## src/rtl/shift_sequencer.sv

```systemverilog
// Sequencer that drives an external 8-bit shift register through one load and N single-bit shifts.
// It then returns the register contents on a result valid/ready handshake.
module shift_sequencer #(
    parameter int WIDTH = 8,
    parameter int CNT_W = 4
) (
    input  logic             clk,
    input  logic             resetn,
    input  logic             req_valid,
    output logic             req_ready,
    input  logic [WIDTH-1:0] req_data,
    input  logic             req_dir,
    input  logic [1:0]       req_mode,
    input  logic             req_fill,
    input  logic [CNT_W-1:0] req_amount,
    output logic [1:0]       shift,
    output logic [WIDTH-1:0] load_data,
    output logic             D0,
    output logic             load_D0,
    input  logic [WIDTH-1:0] q_in,
    output logic             res_valid,
    input  logic             res_ready,
    output logic [WIDTH-1:0] res_data
);

    typedef enum logic [1:0] {
        IDLE  = 2'b00,
        LOAD  = 2'b01,
        SHIFT = 2'b10,
        DONE  = 2'b11
    } state_t;

    localparam logic [CNT_W-1:0] MAX_AMOUNT = CNT_W'(WIDTH);

    localparam logic [1:0] SH_HOLD  = 2'b00;
    localparam logic [1:0] SH_RIGHT = 2'b01;
    localparam logic [1:0] SH_LEFT  = 2'b10;
    localparam logic [1:0] SH_LOAD  = 2'b11;

    localparam logic [1:0] MODE_LOGICAL = 2'b00;
    localparam logic [1:0] MODE_ARITH   = 2'b01;
    localparam logic [1:0] MODE_ROTATE  = 2'b10;
    localparam logic [1:0] MODE_FILL    = 2'b11;

    state_t           state;
    state_t           state_next;
    logic [WIDTH-1:0] data_q;
    logic             dir_q;
    logic [1:0]       mode_q;
    logic             fill_q;
    logic [CNT_W-1:0] amount_q;
    logic [CNT_W-1:0] count_q;
    logic [CNT_W-1:0] amount_clamped;
    logic             accept;

    assign req_ready      = (state == IDLE);
    assign accept         = req_valid && req_ready;
    assign amount_clamped = (req_amount > MAX_AMOUNT) ? MAX_AMOUNT : req_amount;
    assign load_D0        = 1'b0;

    always_ff @(posedge clk or negedge resetn) begin
        if (!resetn) begin
            state    <= IDLE;
            data_q   <= '0;
            dir_q    <= 1'b0;
            mode_q   <= 2'b00;
            fill_q   <= 1'b0;
            amount_q <= '0;
            count_q  <= '0;
        end else begin
            state <= state_next;
            if (accept) begin
                data_q   <= req_data;
                dir_q    <= req_dir;
                mode_q   <= req_mode;
                fill_q   <= req_fill;
                amount_q <= amount_clamped;
            end
            if (state == LOAD) begin
                count_q <= amount_q;
            end else if (state == SHIFT) begin
                count_q <= count_q - 1'b1;
            end
        end
    end

    // Leaving SHIFT when the counter reads 1 gives exactly amount_q shift cycles.
    always_comb begin
        state_next = state;
        case (state)
            IDLE:    if (accept) state_next = LOAD;
            LOAD:    state_next = (amount_q != '0) ? SHIFT : DONE;
            SHIFT:   if (count_q == CNT_W'(1)) state_next = DONE;
            DONE:    if (res_ready) state_next = IDLE;
            default: state_next = IDLE;
        endcase
    end

    always_comb begin
        shift     = SH_HOLD;
        load_data = '0;
        res_valid = 1'b0;
        res_data  = '0;
        case (state)
            LOAD: begin
                shift     = SH_LOAD;
                load_data = data_q;
            end
            SHIFT: begin
                shift = dir_q ? SH_LEFT : SH_RIGHT;
            end
            DONE: begin
                res_valid = 1'b1;
                res_data  = q_in;
            end
            default: begin
                shift = SH_HOLD;
            end
        endcase
    end

    // Serial bit entering the register: MSB side on right shifts, LSB side on left shifts.
    always_comb begin
        D0 = 1'b0;
        if (state == SHIFT) begin
            case (mode_q)
                MODE_LOGICAL: D0 = 1'b0;
                MODE_ARITH:   D0 = dir_q ? 1'b0 : q_in[WIDTH-1];
                MODE_ROTATE:  D0 = dir_q ? q_in[WIDTH-1] : q_in[0];
                MODE_FILL:    D0 = fill_q;
                default:      D0 = 1'b0;
            endcase
        end
    end

endmodule

```

## config.mk

```make
export PLATFORM = sky130hd
export DESIGN_NAME = shift_sequencer
export DESIGN_NICKNAME = d
export VERILOG_FILES = /design/src/rtl/shift_sequencer.sv
export SDC_FILE = /design/constraint.sdc
export NUM_CORES = 1
export LEC_CHECK = 0
export BUFFER_PORTS_ARGS = -buffer_cell sky130_fd_sc_hd__buf_2
export CORE_ASPECT_RATIO = 2
export CORE_UTILIZATION = 47
export CTS_CLUSTER_SIZE = 20
export DETAILED_ROUTE_END_ITERATION = 16
export PLACE_DENSITY = 0.78
export SLEW_MARGIN = 30
export SYNTH_ARGS = -nofsm -noshare
export SYNTH_HDL_FRONTEND = slang
export SYNTH_SLANG_ARGS = --single-unit
export TNS_END_PERCENT = 20
```

## constraint.sdc

```tcl
create_clock -name clk -period 2.04 [get_ports clk]
set_input_delay 0.102 -clock clk [delete_from_list [all_inputs] [get_ports clk]]
set_output_delay 0.102 -clock clk [all_outputs]
set_load 0.05 [all_outputs]
```

---- Word level (Yosys, flattened, before mapping) ----
Index checks and enable logic that the tools add are counted.
cells by class
  add/sub/neg operators ................... 1
  magnitude comparators ................... 1
  eq/ne operators ......................... 10
  mux-type cells .......................... 17
  reduce and logical (&&, ||, !) cells .... 6
operators with widths
  cell                   count
  $mux W8                2
  $mux W4                3
  $eq A2 B2 Y1 const B   4
  $mux W2                4
  $pmux W2 S4            1
  $mux W1                5
  $eq A2 B1 Y1 const B   2
  $eq A4 B1 Y1 const B   1
  $gt A4 B4 Y1 const B   1
  $logic_not A2 Y1       2
  $ne A2 B1 Y1 const B   2
  $pmux W1 S4            1
  $pmux W2 S2            1
  $reduce_bool A4 Y1     1
  $sub A4 B1 Y4 const B  1
  $reduce_and A3 Y1      1
  $ne A2 B2 Y1 const B   1
  $reduce_bool A2 Y1     1
  $logic_and A1 B1 Y1    1
word-level totals
  register bits after elaboration ......... 22
  output and inout bits ................... 22
  logic and storage cells ................. 42

---- Depth between registers and ports, before layout ----
Gate-level depths: netlist of run 1.
  depth in word-level cells ............... 4
  mapped depth ............................ 6
  gate-level depth less buffers ........... 5

---- Least setup slack after synthesis of run 1 ----
Ideal clock, no wire load.
  path kind ............................... reg-to-output
  start point ............................. reg state[0]
  end point ............................... out shift[0]
  arrival time ............................ 2.188 ns
  required time ........................... 1.938 ns
  path slack .............................. -0.250 ns
  cell stages (with the launch flop) ...... 5
  cells stage by stage .................... dfrtp_1 inv_1 ha_1 clkbuf_1 a21boi_0
between the ends
  longest elaborated chain between the ends .. 2
ends and longest elaborated chain
  element                                              RTL line  RTL
  start, declared                                      45        state_t state;
  start signal, assigned                               71        state <= state_next;
  $eq A2 B2 Y1 / $eq A2 B1 Y1 (equally long branches)  104       case (state)
  $pmux W2 S2 *                                        104
  end, declared                                        16        output logic [1:0] shift,
Every way passes the cells marked *; elsewhere a longest branch is shown, timed or not.

---- Worst setup path after layout of run 1 ----
Ends and elaborated chain as after synthesis.

==> results by group, run 1 <==
Timing
  – Post-Route Skew: 0.002615 ns
  – Hold Fails Final Rpt: 0
  – Worst slew margin: 62.39%
  – Fin worst setup slack: 0.2037 ns
  – Final worst-path cycle share: 90.02%
  – Max Freq: 0.5446 GHz
  – Worst-Margin Slew: 0.5628 ns
  – Final setup violation count: 0
  – Final worst hold slack: 0.07006 ns
  – Tmin final: 1.836 ns
  – Unrepaired setup endpoints after global routing: no
  – Final sum of negative setup slack: 0 ns
  – Max-slew violation count: 0

Run status
  – Run status: finished, final reports clean

Cells and area
  – Total area of sequential cells: 550.5 µm²
  – Antenna diode count: 0
  – Number of standard cells in the final layout excluding fillers: 195
  – Most common cell after layout, fill and taps aside: sky130_fd_sc_hd__buf_2
  – Finished Cell Area: 1580 µm²
  – Area growth from synthesis to final layout: 26.94%
  – Fraction of final layout cells with drive strength greater than 1: 41.92%
  – Commonest non-fill, non-tap cells in the layout: sky130_fd_sc_hd__buf_2 (48), sky130_fd_sc_hd__dfrtp_1 (22), sky130_fd_sc_hd__and2_1 (16), sky130_fd_sc_hd__mux2_2 (13), sky130_fd_sc_hd__nand2_1 (8)
  – Core occupancy in the finished layout: 62.28%
  – Number of nets in the final layout: 203
  – Multi-input gate area in the final layout: 655.6 µm²
  – Count of filler cells inserted in the layout: 224

Clocking
  – Clk pin slew, worst setup/hold paths: 0.07 ns
  – Maximum clock insertion buffer count: 2
  – TritonCTS clock tree: done
  – Worst-Skew Late Latency: 0.26 ns
  – Root buffer cell: sky130_fd_sc_hd__clkbuf_8
  – Number of H-tree levels: 1
  – Number of CTS-inserted buffers: 3
  – Clock Sink Count: 22

Flow run
  – Max Cap Viol: 0

Critical path
  – Crit Path Max Fanout: 11
  – Startpoint-to-endpoint class of the critical path: flip-flop to output port
  – Sort of element at the end of the critical path: output port
  – Top cell family by delay on the critical path: adder cells
  – FF-to-FF End: state[1]
  – Buf+Inv Stages, Crit Path: 2
  – Required arrival time at the worst endpoint: 1.94 ns
  – CP peak stage delay: 0.50 ns
  – Worst R2R Start: count_q[1]
  – Source of the critical timing path: state[0]
  – CP Data Arrival Time: 1.73 ns
  – Slowest cell on the critical path: sky130_fd_sc_hd__ha_1
  – R2R setup slack: 0.29 ns
  – Number of cells on the worst reg-to-reg path: 5
  – Worst setup SP type: flip-flop
  – Worst Setup EP: shift[0]
  – Total number of cells along the worst setup path: 4
  – Cells traversed along the worst timing path: inv_1, ha_1, a21boi_1, buf_2

Floorplan
  – Core Area: 2537 µm²
  – # rows: 26
  – Count of boundary I/O pins: 50
  – Initial cell density of the core: 49.06%
  – Die width: 38.39 µm
  – Area enclosed by the die boundary: 2871 µm²
  – Vertical die dimension: 74.79 µm

Route
  – Number of detailed-routing iterations run before antenna repair: 4
  – Post-DR wirelength/cell: 12.55 µm
  – ANT nets after route: 0
  – Violation count after the first detailed-route iteration: 24
  – DRC violations left: 0
  – Vias per cell: 5.149
  – Total length of routed wires: 2.448 mm
  – Total number of vias: 1004

Min path
  – Type of the most critical hold path: primary input to flip-flop

Synthesis
  – YS warnings: 0
  – Post-Synthesis Cell Area: 1245 µm²
  – Number of instances in the synthesized netlist: 116
  – Syn nets: 151
  – Average size of a mapped cell: 10.73 µm²
  – Part of the Yosys area used for sequential elements: 44.22%
  – Flops & latches, synth: 22
  – Number of distinct library cells after synthesis: 30

Place
  – Worst setup slack before clock tree synthesis: 0.2888 ns
  – Final weighted congestion in routability-driven placement: 0.7686
  – Placed Instance Area: 1515 µm²
  – Sum of net half-perimeters after detailed placement: 1.972 mm
  – Port Buf Inserts: 48
  – Placed cells: 190

Global route
  – Wire length of the first global-routing pass: 3.974 mm
  – Pin count of the biggest net entering global routing: 23
  – Overall Global Routing Usage: 19.43%
  – Number of antenna violations at the first check in global routing: 0
  – Via count of the first global-routing pass: 999
  – Overall overflow remaining after global route: 0

Pwr
  – Max rail drop VDD: 1.147 mV
  – Total power per unit cell area: 1861 nW/µm²
  – Leakage power of the design: 0.8007 nW
  – Total Power Consumption: 2.942 mW
[cell type report]
type,instances,area share (%)
Inverter,5,1.188
Clock buffer,4,3.484
Tap cell,28,2.217
Timing Repair Buffer,51,16.79
Sequential cell,22,34.84
Multi-Input combinational cell,85,41.49
[cells in the mapped netlist (all sizes together)]
cell	n	area, µm²
a2111oi	1	27.53
a211oi	2	20.02
a21boi	3	22.52
a21oi	5	25.02
a2bb2oi	1	8.760
and2	16	100.1
buf	2	12.51
clkbuf	2	7.510
conb	1	3.750
dfrtp	22	550.5
ha	7	87.58
inv	5	18.77
mux2	14	157.6
mux2i	2	20.02
nand2	8	30.03
nand2b	4	25.02
nand3	1	5.000
nand3b	3	22.52
nor2	2	7.510
nor2b	4	25.02
nor3	2	10.01
o21a	1	7.510
o21ai	4	20.01
o22ai	3	18.77
or3b	1	11.26
[worst min path at each step]
stage / from / endpoint / slack [ns] / depth (start not counted)
floorplan: resetn / amount_q[0] / -0.19 / 0
global placement: resetn / data_q[2] / 0.08 / 1
detailed placement: resetn / data_q[2] / 0.09 / 1
CTS: req_data[1] / data_q[1] / 0.06 / 2
global route: req_data[6] / data_q[6] / 0.07 / 2
finish: req_data[2] / data_q[2] / 0.07 / 2
[sequential cells by signal (all words and copies together) (netlist names)]
| register | count |
|---|---|
| mode_q | 2 |
| state | 2 |
| dir_q | 1 |
| amount_q | 4 |
| fill_q | 1 |
| data_q | 8 |
| count_q | 4 |
[per-layer routing]
layer / vias to the layer above / track usage (%) / share of wire, %
met1: 469 / 18.65 / 35
met5: - / 0 / 0
met4: 0 / 9.962 / 2.0
met2: 34 / 38.23 / 59
met3: 6 / 1.180 / 4.0
li1: 495 / - / -
[where the power goes]
| group | internal [mW] | leakage (nW) | total [mW] | switching (mW) |
|---|---|---|---|---|
| Combinational | 0.668 | 0.507 | 1.81 | 1.15 |
| Clock | 0.172 | 0.0288 | 0.304 | 0.132 |
| Sequential | 0.662 | 0.265 | 0.823 | 0.161 |
| Total | 1.50 | 0.801 | 2.94 | 1.44 |
[timing repair]
action | in CTS | in global routing
hold buffers | 1 | 0
hold endpoints to repair | 22 | 0
gates resized for setup | 0 | 0
setup endpoints to repair | 0 | 0
buffers inserted | 0 | 0
[logic make-up (layout without fill, tap and decap cells)]
| group | count (synthesis) | count (layout) | synth area share (%) |
|---|---|---|---|
| simple gates | 41 | 41 | 18.99 |
| compound gates | 20 | 20 | 12.06 |
| other cells | 1 | 1 | 0.3012 |
| mux | 16 | 16 | 14.27 |
| flops | 22 | 22 | 44.22 |
| fa+ha+maj | 7 | 7 | 7.035 |
| buf+inv | 9 | 60 | 3.116 |
No activity file was read; power rests on OpenSTA's default activity.
==> run 2: changes to the inputs <==
- CORE_MARGIN: default -> 10
- CORE_UTILIZATION: 47 -> 43
- PLACE_DENSITY: 0.78 -> 0.75
- TNS_END_PERCENT: 20 -> 50
- clock period: 2.04 -> 1.65 ns (I/O delays scaled with it)
==> results by group, run 2 (synthesis results as in run 1) <==
Timing
  – Fin worst setup slack: -0.03100 ns (-0.2347 ns)
  – Tmin final: 1.681 ns
  – Hold Fails Final Rpt: 0 (unchanged)
  – Unrepaired setup endpoints after global routing: yes
  – Final worst-path cycle share: 101.9%
  – Max-slew violation count: 0 (unchanged)
  – Max Freq: 0.5949 GHz
  – Final worst hold slack: 0.05603 ns (-0.01403 ns)
  – Post-Route Skew: 0.004420 ns (+0.001805 ns)
  – Final setup violation count: 1 (+1)

Cells and area
  – Commonest non-fill, non-tap cells in the layout: sky130_fd_sc_hd__buf_2 (44), sky130_fd_sc_hd__dfrtp_1 (20), sky130_fd_sc_hd__and2_1 (16), sky130_fd_sc_hd__mux2_2 (13), sky130_fd_sc_hd__nand2_1 (8)
  – Number of standard cells in the final layout excluding fillers: 199 (+2.1%)
  – Flip-flop count of the largest register, all copies and words added: 8 (unchanged)
  – Area growth from synthesis to final layout: 36.99%
  – Multi-input gate area in the final layout: 718.2 µm² (+9.5%)
  – Fraction of final layout cells with drive strength greater than 1: 51.18% (+9.3 points)
  – Registers with the highest flip-flop counts: data_q x8, amount_q x4, count_q x4
  – Most flop-heavy register: data_q
  – Number of nets in the final layout: 206 (+1.5%)
  – Total area of sequential cells: 553.0 µm² (+0.45%)
  – Count of filler cells inserted in the layout: 242 (+8.0%)
  – Most common cell after layout, fill and taps aside: sky130_fd_sc_hd__buf_2
  – Finished Cell Area: 1705 µm² (+7.9%)
  – Antenna diode count: 0 (unchanged)

Critical path
  – FF-to-FF End: state[1]
  – Slowest cell on the critical path: sky130_fd_sc_hd__or3b_4
  – Required arrival time at the worst endpoint: 1.79 ns (-0.15 ns)
  – Source of the critical timing path: count_q[1]
  – CP Data Arrival Time: 1.82 ns (+0.09 ns)
  – Worst Setup EP: state[1]
  – CP peak stage delay: 0.41 ns (-0.09 ns)
  – Total number of cells along the worst setup path: 5 (+1)
  – Crit Path Max Fanout: 2 (-9)
  – Sort of element at the end of the critical path: flip-flop
  – Cells traversed along the worst timing path: inv_2, ha_1, or3b_4, a211oi_4, mux2_4
  – Worst R2R Start: count_q[1]
  – Startpoint-to-endpoint class of the critical path: flip-flop to flip-flop
  – Buf+Inv Stages, Crit Path: 1 (-1)
  – Number of cells on the worst reg-to-reg path: 5 (unchanged)
  – R2R setup slack: -0.03 ns (-0.32 ns)
  – Top cell family by delay on the critical path: simple AND/OR/NAND/NOR gates
  – Worst setup SP type: flip-flop

Floorplan
  – Initial cell density of the core: 44.94% (-4.1 points)
  – Vertical die dimension: 96.10 µm (+28%)
  – # rows: 27 (+3.8%)
  – Core Area: 2770 µm² (+9.2%)
  – Count of boundary I/O pins: 50 (unchanged)
  – Area enclosed by the die boundary: 5578 µm² (+94%)
  – Die width: 58.05 µm (+51%)

Run status
  – Run status: finished with violations
  – Violations in the final reports: setup timing

Global route
  – Overall Global Routing Usage: 10.62% (-8.8 points)
  – Wire length of the first global-routing pass: 4.823 mm (+21%)
  – Number of antenna violations at the first check in global routing: 0 (unchanged)
  – Via count of the first global-routing pass: 1067 (+6.8%)
  – Pin count of the biggest net entering global routing: 23 (unchanged)
  – Overall overflow remaining after global route: 0 (unchanged)

Min path
  – Type of the most critical hold path: primary input to flip-flop

Pwr
  – Leakage power of the design: 0.8265 nW (+3.2%)
  – Total power per unit cell area: 2363 nW/µm² (+27%)
  – Total Power Consumption: 4.031 mW (+37%)
  – Max rail drop VDD: 1.488 mV (+30%)

Route
  – Total number of vias: 1017 (+1.3%)
  – Post-DR wirelength/cell: 15.31 µm (+22%)
  – Violation count after the first detailed-route iteration: 7 (-71%)
  – Vias per cell: 5.111 (-0.74%)
  – Number of detailed-routing iterations run before antenna repair: 4 (unchanged)
  – Total length of routed wires: 3.046 mm (+24%)
  – DRC violations left: 0 (unchanged)
  – ANT nets after route: 0 (unchanged)

Clocking
  – Root buffer cell: sky130_fd_sc_hd__clkbuf_8
  – Number of H-tree levels: 1 (unchanged)
  – TritonCTS clock tree: done
  – Clock Sink Count: 22 (unchanged)
  – Clk pin slew, worst setup/hold paths: 0.08 ns (about the same)
  – Maximum clock insertion buffer count: 2 (unchanged)
  – Worst-Skew Late Latency: 0.25 ns (about the same)
  – Number of CTS-inserted buffers: 3 (unchanged)

Place
  – Placed cells: 193 (+1.6%)
  – Sum of net half-perimeters after detailed placement: 2.390 mm (+21%)
  – Placed Instance Area: 1558 µm² (+2.8%)
  – Final weighted congestion in routability-driven placement: 0.7271 (-5.4%)
  – Port Buf Inserts: 48 (unchanged)

Flow run
  – Max Cap Viol: 0 (unchanged)
run 2: cell type report:
type	count	share of cell area, %
inverters	5	1.247
clock buffers	4	3.228
flip-flops and latches	22	32.43
repair buffers	54	18.86
well taps	29	2.128
multi-input cells	85	42.11
run 2: worst min path at each step:
stage                            from  cells after the start           to  slack [ns]
final                     req_data[4]                      2    data_q[4]        0.06
after detailed placement       resetn                      1    mode_q[0]        0.08
after floorplan                resetn                      0  amount_q[0]       -0.21
after CTS                 req_data[3]                      2    data_q[3]        0.05
after global placement         resetn                      1    data_q[2]        0.06
after global routing      req_data[4]                      2    data_q[4]        0.05
run 2: through the flow:
stage / worst slack, ns / utilization, % / TNS [ns]
global placement: 0.02819 / 56.23 / 0
finish: -0.03100 / 61.56 / -0.03100
CTS: -0.02802 / 60.25 / -0.04520
global route: -0.08288 / 61.56 / -0.08288
floorplan: -0.1165 / - / -0.4781
detailed placement: -0.04446 / 56.23 / -0.04446
run 2: layer usage:
| layer | routed length, µm | vias up | part of all wire [%] | GRT usage [%] |
|---|---|---|---|---|
| li1 | - | 500 | - | - |
| met1 | 1066 | 478 | 35 | 10.29 |
| met2 | 1655 | 35 | 54 | 19.15 |
| met3 | 270 | 4 | 8.9 | 4.090 |
| met4 | 53 | 0 | 1.7 | 4.724 |
| met5 | 0 | - | 0 | 0 |
run 2: timing repair:
item	CTS	global route
resized for setup	12	9
hold endpoints to repair	22	0
hold buffers	1	0
endpoints found under the setup margin	12	12
setup buffers	0	1
run 2: power breakdown:
group          internal, mW  switching (mW)
clock                 0.212           0.161
combinational          1.09            1.53
sequential            0.824           0.211
run 2: worst reg2reg max path: stages, from the launching register on:
cell and delay [ns]:
sky130_fd_sc_hd__dfrtp_1 0.39, sky130_fd_sc_hd__inv_2 0.06, sky130_fd_sc_hd__ha_1 0.12, sky130_fd_sc_hd__or3b_4 0.41
sky130_fd_sc_hd__a211oi_4 0.27, sky130_fd_sc_hd__mux2_4 0.33
